$ cat config.mk
export PLATFORM = sky130hd
export DESIGN_NAME = param_sequencer_flat
export DESIGN_NICKNAME = d
export VERILOG_FILES = /design/src/rtl/param_sequencer_pkg.sv /design/src/rtl/param_sequencer_if.sv /design/src/rtl/param_sequencer_ras_stack.sv /design/src/rtl/param_sequencer.sv /design/src/flat_wrapper.sv
export SDC_FILE = /design/constraint.sdc
export NUM_CORES = 1
export LEC_CHECK = 0
export BUFFER_PORTS_ARGS = -buffer_cell sky130_fd_sc_hd__buf_4
export CAP_MARGIN = 20
export CORE_MARGIN = 1
export CORE_UTILIZATION = 43
export CTS_CLUSTER_DIAMETER = 30
export DETAILED_ROUTE_END_ITERATION = 8
export PLACE_DENSITY = 0.89
export SLEW_MARGIN = 20
export SYNTH_ARGS = -nofsm -noshare
export SYNTH_HDL_FRONTEND = slang
export SYNTH_SLANG_ARGS = --single-unit
$ cat constraint.sdc
create_clock -name clock -period 2.9 [get_ports clock]
set_clock_uncertainty 0.15 [all_clocks]
set_input_delay 0.29 -clock clock [delete_from_list [all_inputs] [get_ports clock]]
set_output_delay 0.29 -clock clock [all_outputs]
set_load 0.05 [all_outputs]
$ cat src/rtl/param_sequencer_pkg.sv
// Shared constants and next-pc select encoding for the instruction sequencer.
package seq_pkg;
  localparam int DEF_PC_W      = 5;
  localparam int DEF_DATA_W    = 32;
  localparam int DEF_PHASES    = 4;
  localparam int DEF_RAS_DEPTH = 4;

  typedef enum logic [2:0] {
    SEL_INC,
    SEL_BR,
    SEL_JMP,
    SEL_JR,
    SEL_RET
  } sel_e;
endpackage

$ cat src/rtl/param_sequencer_if.sv
// Control inputs and status outputs of the sequencer; slave is the sequencer side.
interface param_sequencer_if
  import seq_pkg::*;
#(
  parameter int PC_W   = DEF_PC_W,
  parameter int DATA_W = DEF_DATA_W,
  parameter int PHASES = DEF_PHASES
);
  localparam int PH_W = $clog2(PHASES);

  logic              stall;
  logic              br_taken;
  logic [DATA_W-1:0] pc_add;
  logic              jump;
  logic [DATA_W-1:0] inst_addr;
  logic              call;
  logic              ret;
  logic              jr;
  logic [DATA_W-1:0] rs_d;
  logic [PC_W-1:0]   pc;
  logic [PH_W-1:0]   phase;
  logic              commit;
  logic              ras_empty;
  logic              ras_full;
  logic [1:0]        ras_err;

  modport master (
    output stall, br_taken, pc_add, jump, inst_addr, call, ret, jr, rs_d,
    input  pc, phase, commit, ras_empty, ras_full, ras_err
  );

  modport slave (
    input  stall, br_taken, pc_add, jump, inst_addr, call, ret, jr, rs_d,
    output pc, phase, commit, ras_empty, ras_full, ras_err
  );
endinterface

$ cat src/rtl/param_sequencer_ras_stack.sv
// Circular return-address stack; a push when full overwrites the oldest entry.
// Pop on empty leaves state untouched and only raises o_underflow.
module ras_stack #(
  parameter int DEPTH = 4,
  parameter int W     = 5
) (
  input  logic         clock,
  input  logic         reset,
  input  logic         i_push,
  input  logic         i_pop,
  input  logic [W-1:0] i_dat,
  output logic [W-1:0] o_dat,
  output logic         o_empty,
  output logic         o_full,
  output logic         o_overflow,
  output logic         o_underflow
);
  localparam int AW = $clog2(DEPTH);
  localparam logic [AW:0] CNT_FULL = DEPTH[AW:0];

  logic [W-1:0]  r_mem [DEPTH];
  logic [AW-1:0] r_sp;
  logic [AW:0]   r_cnt;
  logic [AW-1:0] w_top;

  assign w_top       = r_sp - 1'b1;
  assign o_dat       = r_mem[w_top];
  assign o_empty     = (r_cnt == '0);
  assign o_full      = (r_cnt == CNT_FULL);
  assign o_overflow  = i_push && o_full;
  assign o_underflow = i_pop && !i_push && o_empty;

  // r_sp is the next write slot; when full that slot holds the oldest entry
  always_ff @(posedge clock) begin
    if (!reset && i_push) begin
      r_mem[r_sp] <= i_dat;
    end
  end

  always_ff @(posedge clock) begin
    if (reset) begin
      r_sp  <= '0;
      r_cnt <= '0;
    end else if (i_push) begin
      r_sp <= r_sp + 1'b1;
      if (!o_full) begin
        r_cnt <= r_cnt + 1'b1;
      end
    end else if (i_pop && !o_empty) begin
      r_sp  <= w_top;
      r_cnt <= r_cnt - 1'b1;
    end
  end
endmodule

$ cat src/rtl/param_sequencer.sv
// Multi-phase program sequencer: pc advances once per PHASES clocks with
// branch/jump/jr/call/ret handling and a return-address stack.
module param_sequencer
  import seq_pkg::*;
#(
  parameter int PC_W      = DEF_PC_W,
  parameter int DATA_W    = DEF_DATA_W,
  parameter int PHASES    = DEF_PHASES,
  parameter int RAS_DEPTH = DEF_RAS_DEPTH
) (
  input  logic              clock,
  input  logic              reset,
  param_sequencer_if.slave  bus
);
  localparam int PH_W = $clog2(PHASES);
  localparam logic [PH_W-1:0] PH_LAST = PH_W'(PHASES - 1);

  logic [PC_W-1:0] r_pc;
  logic [PH_W-1:0] r_phase;
  logic [1:0]      r_err;

  logic            w_commit;
  sel_e            w_sel;
  logic [PC_W-1:0] w_pc_inc;
  logic [PC_W-1:0] w_pc_nxt;
  logic            w_push;
  logic            w_pop;
  logic [PC_W-1:0] w_ras_dat;
  logic            w_ras_empty;
  logic            w_ras_full;
  logic            w_ras_ovf;
  logic            w_ras_unf;
  logic            w_unused_bits;

  assign w_commit = (r_phase == PH_LAST) && !bus.stall;
  assign w_pc_inc = r_pc + 1'b1;
  assign w_push   = w_commit && bus.call && bus.jump && !bus.ret && !bus.jr;
  assign w_pop    = w_commit && bus.ret;

  assign w_unused_bits = ^{bus.pc_add[DATA_W-1:PC_W+2], bus.pc_add[1:0],
                           bus.inst_addr[DATA_W-1:PC_W+2], bus.inst_addr[1:0],
                           bus.rs_d[DATA_W-1:PC_W]};

  // A ret against an empty stack falls back to the increment path
  always_comb begin
    w_sel = SEL_INC;
    if (bus.ret) begin
      w_sel = w_ras_empty ? SEL_INC : SEL_RET;
    end else if (bus.jr) begin
      w_sel = SEL_JR;
    end else if (bus.jump) begin
      w_sel = SEL_JMP;
    end else if (bus.br_taken) begin
      w_sel = SEL_BR;
    end
  end

  always_comb begin
    w_pc_nxt = w_pc_inc;
    case (w_sel)
      SEL_BR:  w_pc_nxt = r_pc + bus.pc_add[PC_W+1:2];
      SEL_JMP: w_pc_nxt = bus.inst_addr[PC_W+1:2];
      SEL_JR:  w_pc_nxt = bus.rs_d[PC_W-1:0];
      SEL_RET: w_pc_nxt = w_ras_dat;
      default: w_pc_nxt = w_pc_inc;
    endcase
  end

  ras_stack #(
    .DEPTH (RAS_DEPTH),
    .W     (PC_W)
  ) u_ras (
    .clock       (clock),
    .reset       (reset),
    .i_push      (w_push),
    .i_pop       (w_pop),
    .i_dat       (w_pc_inc),
    .o_dat       (w_ras_dat),
    .o_empty     (w_ras_empty),
    .o_full      (w_ras_full),
    .o_overflow  (w_ras_ovf),
    .o_underflow (w_ras_unf)
  );

  always_ff @(posedge clock) begin
    if (reset) begin
      r_pc    <= '0;
      r_phase <= '0;
      r_err   <= '0;
    end else begin
      if (!bus.stall) begin
        r_phase <= (r_phase == PH_LAST) ? '0 : r_phase + 1'b1;
      end
      if (w_commit) begin
        r_pc  <= w_pc_nxt;
        r_err <= r_err | {w_ras_ovf, w_ras_unf};
      end
    end
  end

  assign bus.pc        = r_pc;
  assign bus.phase     = r_phase;
  assign bus.commit    = w_commit;
  assign bus.ras_empty = w_ras_empty;
  assign bus.ras_full  = w_ras_full;
  assign bus.ras_err   = r_err;
endmodule

$ cat src/flat_wrapper.sv
// flat-port wrapper written by rule: the top's interface ports become plain ports
module param_sequencer_flat import seq_pkg::*;
#(
  parameter int PC_W      = DEF_PC_W,
  parameter int DATA_W    = DEF_DATA_W,
  parameter int PHASES    = DEF_PHASES,
  parameter int RAS_DEPTH = DEF_RAS_DEPTH
)
  (clock, reset, bus_stall, bus_br_taken, bus_pc_add, bus_jump, bus_inst_addr, bus_call, bus_ret, bus_jr, bus_rs_d, bus_pc, bus_phase, bus_commit, bus_ras_empty, bus_ras_full, bus_ras_err);
  param_sequencer_if #(.PC_W(PC_W), .DATA_W(DATA_W), .PHASES(PHASES)) bus_i ();
  input  logic clock;
  input  logic reset;
  input wire logic [$bits(bus_i.stall)-1:0] bus_stall;
  input wire logic [$bits(bus_i.br_taken)-1:0] bus_br_taken;
  input wire logic [$bits(bus_i.pc_add)-1:0] bus_pc_add;
  input wire logic [$bits(bus_i.jump)-1:0] bus_jump;
  input wire logic [$bits(bus_i.inst_addr)-1:0] bus_inst_addr;
  input wire logic [$bits(bus_i.call)-1:0] bus_call;
  input wire logic [$bits(bus_i.ret)-1:0] bus_ret;
  input wire logic [$bits(bus_i.jr)-1:0] bus_jr;
  input wire logic [$bits(bus_i.rs_d)-1:0] bus_rs_d;
  output wire logic [$bits(bus_i.pc)-1:0] bus_pc;
  output wire logic [$bits(bus_i.phase)-1:0] bus_phase;
  output wire logic [$bits(bus_i.commit)-1:0] bus_commit;
  output wire logic [$bits(bus_i.ras_empty)-1:0] bus_ras_empty;
  output wire logic [$bits(bus_i.ras_full)-1:0] bus_ras_full;
  output wire logic [$bits(bus_i.ras_err)-1:0] bus_ras_err;
  assign bus_i.stall = bus_stall;
  assign bus_i.br_taken = bus_br_taken;
  assign bus_i.pc_add = bus_pc_add;
  assign bus_i.jump = bus_jump;
  assign bus_i.inst_addr = bus_inst_addr;
  assign bus_i.call = bus_call;
  assign bus_i.ret = bus_ret;
  assign bus_i.jr = bus_jr;
  assign bus_i.rs_d = bus_rs_d;
  assign bus_pc = bus_i.pc;
  assign bus_phase = bus_i.phase;
  assign bus_commit = bus_i.commit;
  assign bus_ras_empty = bus_i.ras_empty;
  assign bus_ras_full = bus_i.ras_full;
  assign bus_ras_err = bus_i.ras_err;
  param_sequencer #(.PC_W(PC_W), .DATA_W(DATA_W), .PHASES(PHASES), .RAS_DEPTH(RAS_DEPTH)) u_core (.clock(clock), .reset(reset), .bus(bus_i));
endmodule
==> results of run 1 <==
==> synthesized netlist by cell type, types with 4 or more instances <==
cell type and count:
sky130_fd_sc_hd__a21oi_1 9, sky130_fd_sc_hd__and2_1 4, sky130_fd_sc_hd__dfxtp_1 14, sky130_fd_sc_hd__edfxtp_1 20, sky130_fd_sc_hd__ha_1 11, sky130_fd_sc_hd__inv_1 10, sky130_fd_sc_hd__mux4_2 5, sky130_fd_sc_hd__nand2_1 10
sky130_fd_sc_hd__nand3_1 6, sky130_fd_sc_hd__nor2_1 11, sky130_fd_sc_hd__o21ai_0 8, sky130_fd_sc_hd__xnor2_1 4, sky130_fd_sc_hd__xor2_1 4
==> worst max path at each step <==
stage / depth (start not counted) / slack (ns) / end
2_1_floorplan: 11 / 0.36 / u_core.u_ras.r_cnt[2]
3_3_place_gp: 10 / 0.63 / u_core.u_ras.r_cnt[2]
3_5_place_dp: 10 / 0.55 / u_core.u_ras.r_cnt[2]
4_1_cts: 10 / 0.53 / u_core.u_ras.r_cnt[2]
5_1_grt: 10 / 0.33 / u_core.u_ras.r_cnt[2]
6_report: 10 / 0.53 / u_core.u_ras.r_cnt[2]
==> power breakdown <==
part / internal (mW) / leakage (nW) / switching (mW)
Combinational: 0.0392 / 0.521 / 0.0468
Sequential: 0.509 / 0.294 / 0.00309
Clock: 0.255 / 0.0504 / 0.178
==> area by class of cell <==
cell class	count	share of cell area
clock buffer	5	0.0306
clock inverter	3	0.0200
multi-input combinational	113	0.394
tap	50	0.0278
timing repair buffer	35	0.117
inverter	11	0.0195
sequential	34	0.392
==> flip-flops by register name, summed over array words and instances (netlist names) <==
| register | count |
|---|---|
| u_core.u_ras.r_mem | 20 |
| u_core.bus.pc | 5 |
| u_core.u_ras.r_cnt | 3 |
| u_core.bus.phase | 2 |
| u_core.bus.ras_err | 2 |
| u_core.u_ras.r_sp | 2 |
==> through the flow <==
stage,power (mW),hold slack (ns)
after floorplan,0.567,0.258
after global placement,0.605,0.303
after detailed placement,0.608,0.331
after CTS,1.03,0.131
after global routing,1.06,0.144
final,1.03,0.142
==> routing by layer <==
metal,routed length [um],GRT usage,up-vias
li1,-,-,686
met1,1630,0.211,701
met2,2190,0.340,68
met3,293,0.0642,9
met4,65,0.0931,0
met5,0,0,-
==> cells by family after synthesis <==
| logic type | count (synthesis) | synth area share |
|---|---|---|
| AO/OA/AOI/OAI | 38 | 0.139 |
| multiplexers | 8 | 0.0782 |
| buffers and inverters | 17 | 0.0401 |
| AND/OR/NAND/NOR | 47 | 0.140 |
| XOR/XNOR | 8 | 0.0381 |
| flip-flops | 34 | 0.479 |
| adder cells (fa/ha/maj) | 12 | 0.0857 |
==> worst max-delay path, delay by kind of cell, from the launching register on <==
family | cells | cell delay [ns]
AOI/OAI and AO/OA | 1 | 0.14
xor gates and xnor gates | 1 | 0.18
adders and majority gates | 2 | 0.40
buffers and inverters | 1 | 0.19
DFF | 1 | 0.38
muxes | 1 | 0.09
and+or+nand+nor | 4 | 0.78
==> results.txt, run 1 <==
----------------------------------------------------
[Yosys]
  Cell type with the highest aggregate area in the netlist ... sky130_fd_sc_hd__edfxtp_1
  Post-synthesis net count ... 280
  Cell variety after synth ... between 40 and 50
  Count of flip-flops with a built-in enable after synthesis ... 20
  Synthesized area ... approximately 1800 um2
  Main synth FF type ... sky130_fd_sc_hd__edfxtp_1
  Share of flip-flops with an asynchronous set or reset ... 0
  Count of synthesis-stage warnings from yosys ... 0
  Post-Syn Instances ... 164
  Synth area leaders ... sky130_fd_sc_hd__edfxtp_1, sky130_fd_sc_hd__dfxtp_1, sky130_fd_sc_hd__ha_1
  Average instance area after synthesis ... between 10 and 15 um2
  Synth top area share ... 0.326
  Part of the Yosys area used for sequential elements ... 0.479
  Flops & latches, synth ... 34

[Final layout]
  Antenna diode count ... 0
  Final instance area ... 2250 um2
  Non-filler cells, final ... roughly 250
  Fraction of layout cells with a size suffix above 1 ... 0.269
  Commonest cells after routing, fill and taps aside ... sky130_fd_sc_hd__buf_4, sky130_fd_sc_hd__edfxtp_1, sky130_fd_sc_hd__dfxtp_1
  Multi-input logic area ... around 900 um2
  Sequential cell area ... between 800 and 900 um2
  Layout-stage area growth over the synthesis result ... 22.2%
  Post-route core utilization ... 0.554
  Total number of nets in the final design ... 316
  FILL cells ... ~310
  Leading cell type in the layout, fill and taps excluded ... sky130_fd_sc_hd__buf_4

[Global route]
  Sum of overflow across all layers after global routing ... 0
  Maximum number of pins on one net before global-route repair ... 15
  Number of global-route vias before repair ... 1395
  Overall Global Routing Usage ... 0.195
  First-pass GRT wire length ... ~6300 um
  Antenna violations before repair ... 0

[Place]
  Final estimated routing congestion in global placement ... 0.817
  Post-Place Worst Slack ... 0.550 ns
  Sum of net half-perimeters after detailed placement ... about 3100 um
  Area post-placement ... around 2100 um2
  Number of port buffers ... 34
  Placed Cells incl. Taps ... roughly 240

[Clocking]
  Number of H-tree branching levels ... 2
  Clock input transition at the sequential cells of the worst setup and hold paths ... ~0.070 ns
  CTS hold repair buffers ... 0
  Number of buffers created by CTS ... 5
  Root cell of the clock tree ... sky130_fd_sc_hd__clkbuf_8
  Total of cells resized after clock tree synthesis ... 0
  Clock latency on the worst-skew pair ... about 0.28 ns
  Number of buffers added for setup after CTS ... 0
  Clk buf depth ... 2
  Clock net sink count ... 34
  Clock tree from TritonCTS ... done

[STA]
  Post-Route Setup TNS ... 0 ns
  Crit path time final ... ~2.4 ns
  Slew of the pin with the lowest slew margin ... roughly 0.51 ns
  Final worst slack ... between 0.5 and 0.6 ns
  Unrepaired setup endpoints after global routing ... no
  Max-slew headroom ... 0.655
  Final slew viol count ... 0
  Portion of the clock cycle consumed by the worst path in the final layout ... 0.819
  Peak Freq ... 0.421 GHz
  Finish-stage setup viols ... 0
  Final Hold Fails ... 0

[Worst hold path]
  Worst hold stages ... 3
  Tightest Hold Check Type ... in -> reg
  Hold Path Origin ... bus_stall
  End of the worst hold path ... u_core.bus.phase[0]

[Status]
  Run status ... completed

[Die]
  Core outline area ... ~4100 um2
  Site Rows ... 23
  Die boundary width ... 67.4 um
  Num ports ... around 120
  Floorplan die height ... a little under 70 um
  Initial standard-cell utilization of the core ... 0.454
  Floorplan die area ... approximately 4500 um2

[Drt]
  Initial detailed-routing violation count ... 92
  Post-route ant nets ... 0
  Number of iterations in the first detailed-routing pass ... 5
  Post-detailed-routing wire length ... 4180 um
  Average wire per cell in the routed design ... between 15 and 20 um
  Vias ... roughly 1500
  Residual DRC count ... 0
  Detail-routed via count per cell ... a little under 6

[Setup path]
  Required @ worst endpoint ... about 3.0 ns
  Max Fanout on Critical Path ... 8
  Max incr delay on CP ... roughly 0.38 ns
  Startpoint-to-endpoint class of the critical path ... reg -> reg
  Endpoint kind of the worst setup timing path ... flop
  Count of cells along the worst register-to-register path ... 10
  Max stage delay cell, worst path ... sky130_fd_sc_hd__dfxtp_1
  Setup crit start ... u_core.bus.phase[0]
  Crit Reg-Reg Startpoint ... u_core.bus.phase[0]
  Flop-to-flop setup slack ... between 0.5 and 0.6 ns
  Cell Chain, Critical Path ... ha_1, nand2b_1, inv_4, nand3_4, xor2_1, ha_1, nor2_1, mux2i_1, or3_1, a21oi_1
  Kind of start point of the critical path ... flop
  Dominant cell type by count on the critical path ... sky130_fd_sc_hd__ha_1
  Data arrival time of the critical path ... 2.45 ns
  Endpoint of the lowest-slack register-to-register path ... u_core.u_ras.r_cnt[2]

[Power and ir drop]
  Leakage power summed over all cells ... just under 0.9 nW
  Maximum VDD drop ... around 240 uV
  Pwr dens ... around 460 nW/um2

[Job]
  Total of max-cap violations ... 0

----------------------------------------------------
Power figures use the tool's default switching activity.
==> run 2: changes to the inputs <==
Settings changed: ABC_AREA from default to 1, CORE_UTILIZATION 43 to 40, PLACE_DENSITY 0.89 to 0.85.
Clock period 2.9 ns to 2.05 ns, I/O delays scaled along.
==> run 2 against run 1 <==
Net effect:
- maximum frequency grew 22%
- sequential power is 42% higher
- critical endpoint is now u_core.u_ras.r_mem[0][0]
- count of clock-buffer cells in the layout unchanged
- global-route usage decreased by 0.55 points
- synthesized area grew 9.2%
- first-iteration DRC count is 52% lower
- core utilization decreased by 2.1 points
- final area is 14% higher
- register-to-register slack worse by 0.42 ns
- wire length up 10%
- worst setup slack worse by 0.42 ns
- highest routed layer unchanged
- critical path depth fell by 3
==> results.txt, run 2 <==
----------------------------------------------------
[Clocking]
  Number of H-tree branching levels ... 2
  Number of buffers created by CTS ... 5
  Root cell of the clock tree ... sky130_fd_sc_hd__clkbuf_8
  Clock input transition at the sequential cells of the worst setup and hold paths ... approximately 0.070 ns
  Clk buf depth ... 2
  Clock tree from TritonCTS ... done
  Clock net sink count ... 34
  Clock latency on the worst-skew pair ... slightly below 0.3 ns

[Power and ir drop]
  Clock share of power ... 0.415
  Seq pwr share ... 0.480
  Leakage power summed over all cells ... ~1.2 nW
  Net Switching ... ~0.36 mW
  Maximum VDD drop ... approximately 380 uV
  Switching portion of total power ... 0.241
  Power Total ... 1.52 mW
  Comb power frac ... 0.105
  Pwr dens ... 593 nW/um2
  Cell-internal power ... around 1.2 mW

[Die]
  Floorplan die height ... 72.9 um
  Core outline area ... between 4000 and 5000 um2
  Die boundary width ... roughly 73 um
  Initial standard-cell utilization of the core ... 0.420
  Site Rows ... 25
  Num ports ... ~120
  Floorplan die area ... between 5000 and 6000 um2

[Final layout]
  Leading cell type in the layout, fill and taps excluded ... sky130_fd_sc_hd__nand2_1
  Register with the most flip-flops ... u_core.u_ras.r_mem
  FILL cells ... 429
  Antenna diode count ... 0
  Post-route core utilization ... 0.534
  Fraction of layout cells with a size suffix above 1 ... 0.256
  Final instance area ... ~2600 um2
  Layout-stage area growth over the synthesis result ... 27.1%
  Total number of nets in the final design ... 424
  Non-filler cells, final ... around 380
  Commonest cells after routing, fill and taps aside ... sky130_fd_sc_hd__nand2_1, sky130_fd_sc_hd__buf_4, sky130_fd_sc_hd__inv_1
  Number of flip-flops under the largest register name ... 20

[Global route]
  First-pass GRT wire length ... ~7500 um
  Number of global-route vias before repair ... ~1700
  Sum of overflow across all layers after global routing ... 0
  Overall Global Routing Usage ... 0.189
  Maximum number of pins on one net before global-route repair ... 15
  Antenna violations before repair ... 0

[Yosys]
  Count of flip-flops with a built-in enable after synthesis ... 20
  Synth top area share ... 0.299
  Count of synthesis-stage warnings from yosys ... 0
  Post-synthesis net count ... approximately 380
  Synth area leaders ... sky130_fd_sc_hd__edfxtp_1, sky130_fd_sc_hd__dfxtp_1, sky130_fd_sc_hd__nand2_1
  Cell type with the highest aggregate area in the netlist ... sky130_fd_sc_hd__edfxtp_1
  Share of flip-flops with an asynchronous set or reset ... 0
  Part of the Yosys area used for sequential elements ... 0.438
  Average instance area after synthesis ... 7.76 um2
  Flops & latches, synth ... 34
  Cell variety after synth ... 28
  Post-Syn Instances ... ~260
  Synthesized area ... slightly above 2000 um2
  Most numerous cell types in the synthesized netlist ... sky130_fd_sc_hd__nand2_1, sky130_fd_sc_hd__inv_1, sky130_fd_sc_hd__nor2_1
  Count leader, synth ... sky130_fd_sc_hd__nand2_1
  Main synth FF type ... sky130_fd_sc_hd__edfxtp_1

[Setup path]
  Dominant cell type by count on the critical path ... sky130_fd_sc_hd__nor2_4
  Required @ worst endpoint ... approximately 1.9 ns
  Startpoint-to-endpoint class of the critical path ... reg -> reg
  Bufs and invs on worst path ... 1
  Max stage delay cell, worst path ... sky130_fd_sc_hd__dfxtp_4
  Kind of start point of the critical path ... flop
  Max incr delay on CP ... between 0.3 and 0.4 ns
  Setup crit start ... u_core.bus.phase[0]
  Max Fanout on Critical Path ... 7
  Kind of cell adding the most delay to the critical path ... simple AND/OR/NAND/NOR gates
  Data arrival time of the critical path ... roughly 1.8 ns
  Crit Reg-Reg Startpoint ... u_core.bus.phase[0]
  Endpoint kind of the worst setup timing path ... flop
  Cell Chain, Critical Path ... ha_2, inv_1, nor2_4, nand2_2, nor2_4, nand2_1, nor2_2

[Worst hold path]
  Tightest Hold Check Type ... in -> reg
  Hold Path Origin ... bus_stall

[Status]
  Run status ... completed

[STA]
  Final slew viol count ... 0
  Crit path time final ... between 1.5 and 2 ns
  Max-slew headroom ... 0.779
  Portion of the clock cycle consumed by the worst path in the final layout ... 0.949
  Final Hold Fails ... 0
  Post-Route Setup TNS ... 0 ns
  Peak Freq ... slightly above 0.5 GHz
  Slew of the pin with the lowest slew margin ... ~0.33 ns
  Finish-stage setup viols ... 0

[Drt]
  Vias ... around 1800
  Post-route ant nets ... 0
  Initial detailed-routing violation count ... between 40 and 50
  Detail-routed via count per cell ... 4.85
  Post-detailed-routing wire length ... between 4000 and 5000 um
  Number of iterations in the first detailed-routing pass ... 4
  Residual DRC count ... 0
  Average wire per cell in the routed design ... 12.2 um

[Job]
  Total of max-cap violations ... 0

[Place]
  Area post-placement ... 2420 um2
  Number of port buffers ... 34
  Final estimated routing congestion in global placement ... roughly 0.81
  Sum of net half-perimeters after detailed placement ... 3530 um
  Placed Cells incl. Taps ... between 300 and 400

----------------------------------------------------
## run 2: cell count changes in the layout (fill, tap and decap cells not counted), sizes merged, moves of 5 or more
cell / previous run / this run
mux4: 5 / 0
nand2: 10 / 72
inv: 11 / 43
nor2: 11 / 35
buf: 35 / 43
nand3: 7 / 25
o21ai: 8 / 14
## run 2: cell families after synthesis
kind of cell / Yosys count / synth area share
compound gates: 27 / 0.0716
xor+xnor: 3 / 0.0131
fa+ha+maj: 12 / 0.0784
buf+inv: 45 / 0.0852
flops: 34 / 0.438
simple gates: 138 / 0.314
## run 2: path summary, 6_finish.rpt
kind,to,slack [ns],cells past startpoint
min reg2reg,u_core.bus.phase[0],0.31,1
max,u_core.u_ras.r_mem[0][0],0.10,7
max reg2reg,u_core.u_ras.r_mem[0][0],0.10,7
min,u_core.bus.phase[1],0.05,3
## run 2: layout make-up
class                      instances  area (um2)  share of cell area
inverter                          43         161              0.0632
multi-input combinational        180         973               0.381
timing repair buffer              44         333               0.130
clock buffer                       5        68.8              0.0269
tap                               67        83.8              0.0328
clock inverter                     3        45.0              0.0176
sequential                        34         890               0.348
## run 2: tightest hold or removal path, delay by kind of cell
kind | cells | cell delay (ns)
AOI/OAI and AO/OA | 1 | 0.07
buffers and inverters | 1 | 0.11
and+or+nand+nor | 1 | 0.07
## run 2: stage by stage
step | worst slack [ns] | hold slack [ns]
6_report | 0.105 | 0.0501
5_1_grt | -0.00186 | 0.0668
4_1_cts | 0.0728 | 0.0475
3_5_place_dp | 0.0921 | 0.283
3_3_place_gp | 0.141 | 0.280
2_1_floorplan | -0.0180 | 0.124
## run 2: power by group through the flow
stage	clock network, mW	registers (mW)	logic (mW)
2_1_floorplan	0	0.762	0.0689
3_3_place_gp	0	0.743	0.151
3_5_place_dp	0	0.743	0.157
4_1_cts	0.629	0.728	0.159
5_1_grt	0.670	0.728	0.174
6_report	0.629	0.728	0.159
## run 2: metal layers
metal	part of all wire	global-route usage	vias up
li1	-	-	922
met1	0.42	0.201	836
met4	0.014	0.0697	0
met5	0	0	-
met2	0.52	0.362	57
met3	0.047	0.0428	7
## run 2: what timing repair did
item	CTS	global route
resized for setup	0	2
hold buffers	1	0
setup endpoints to repair	0	1
hold endpoints to repair	4	0
setup buffers	0	1
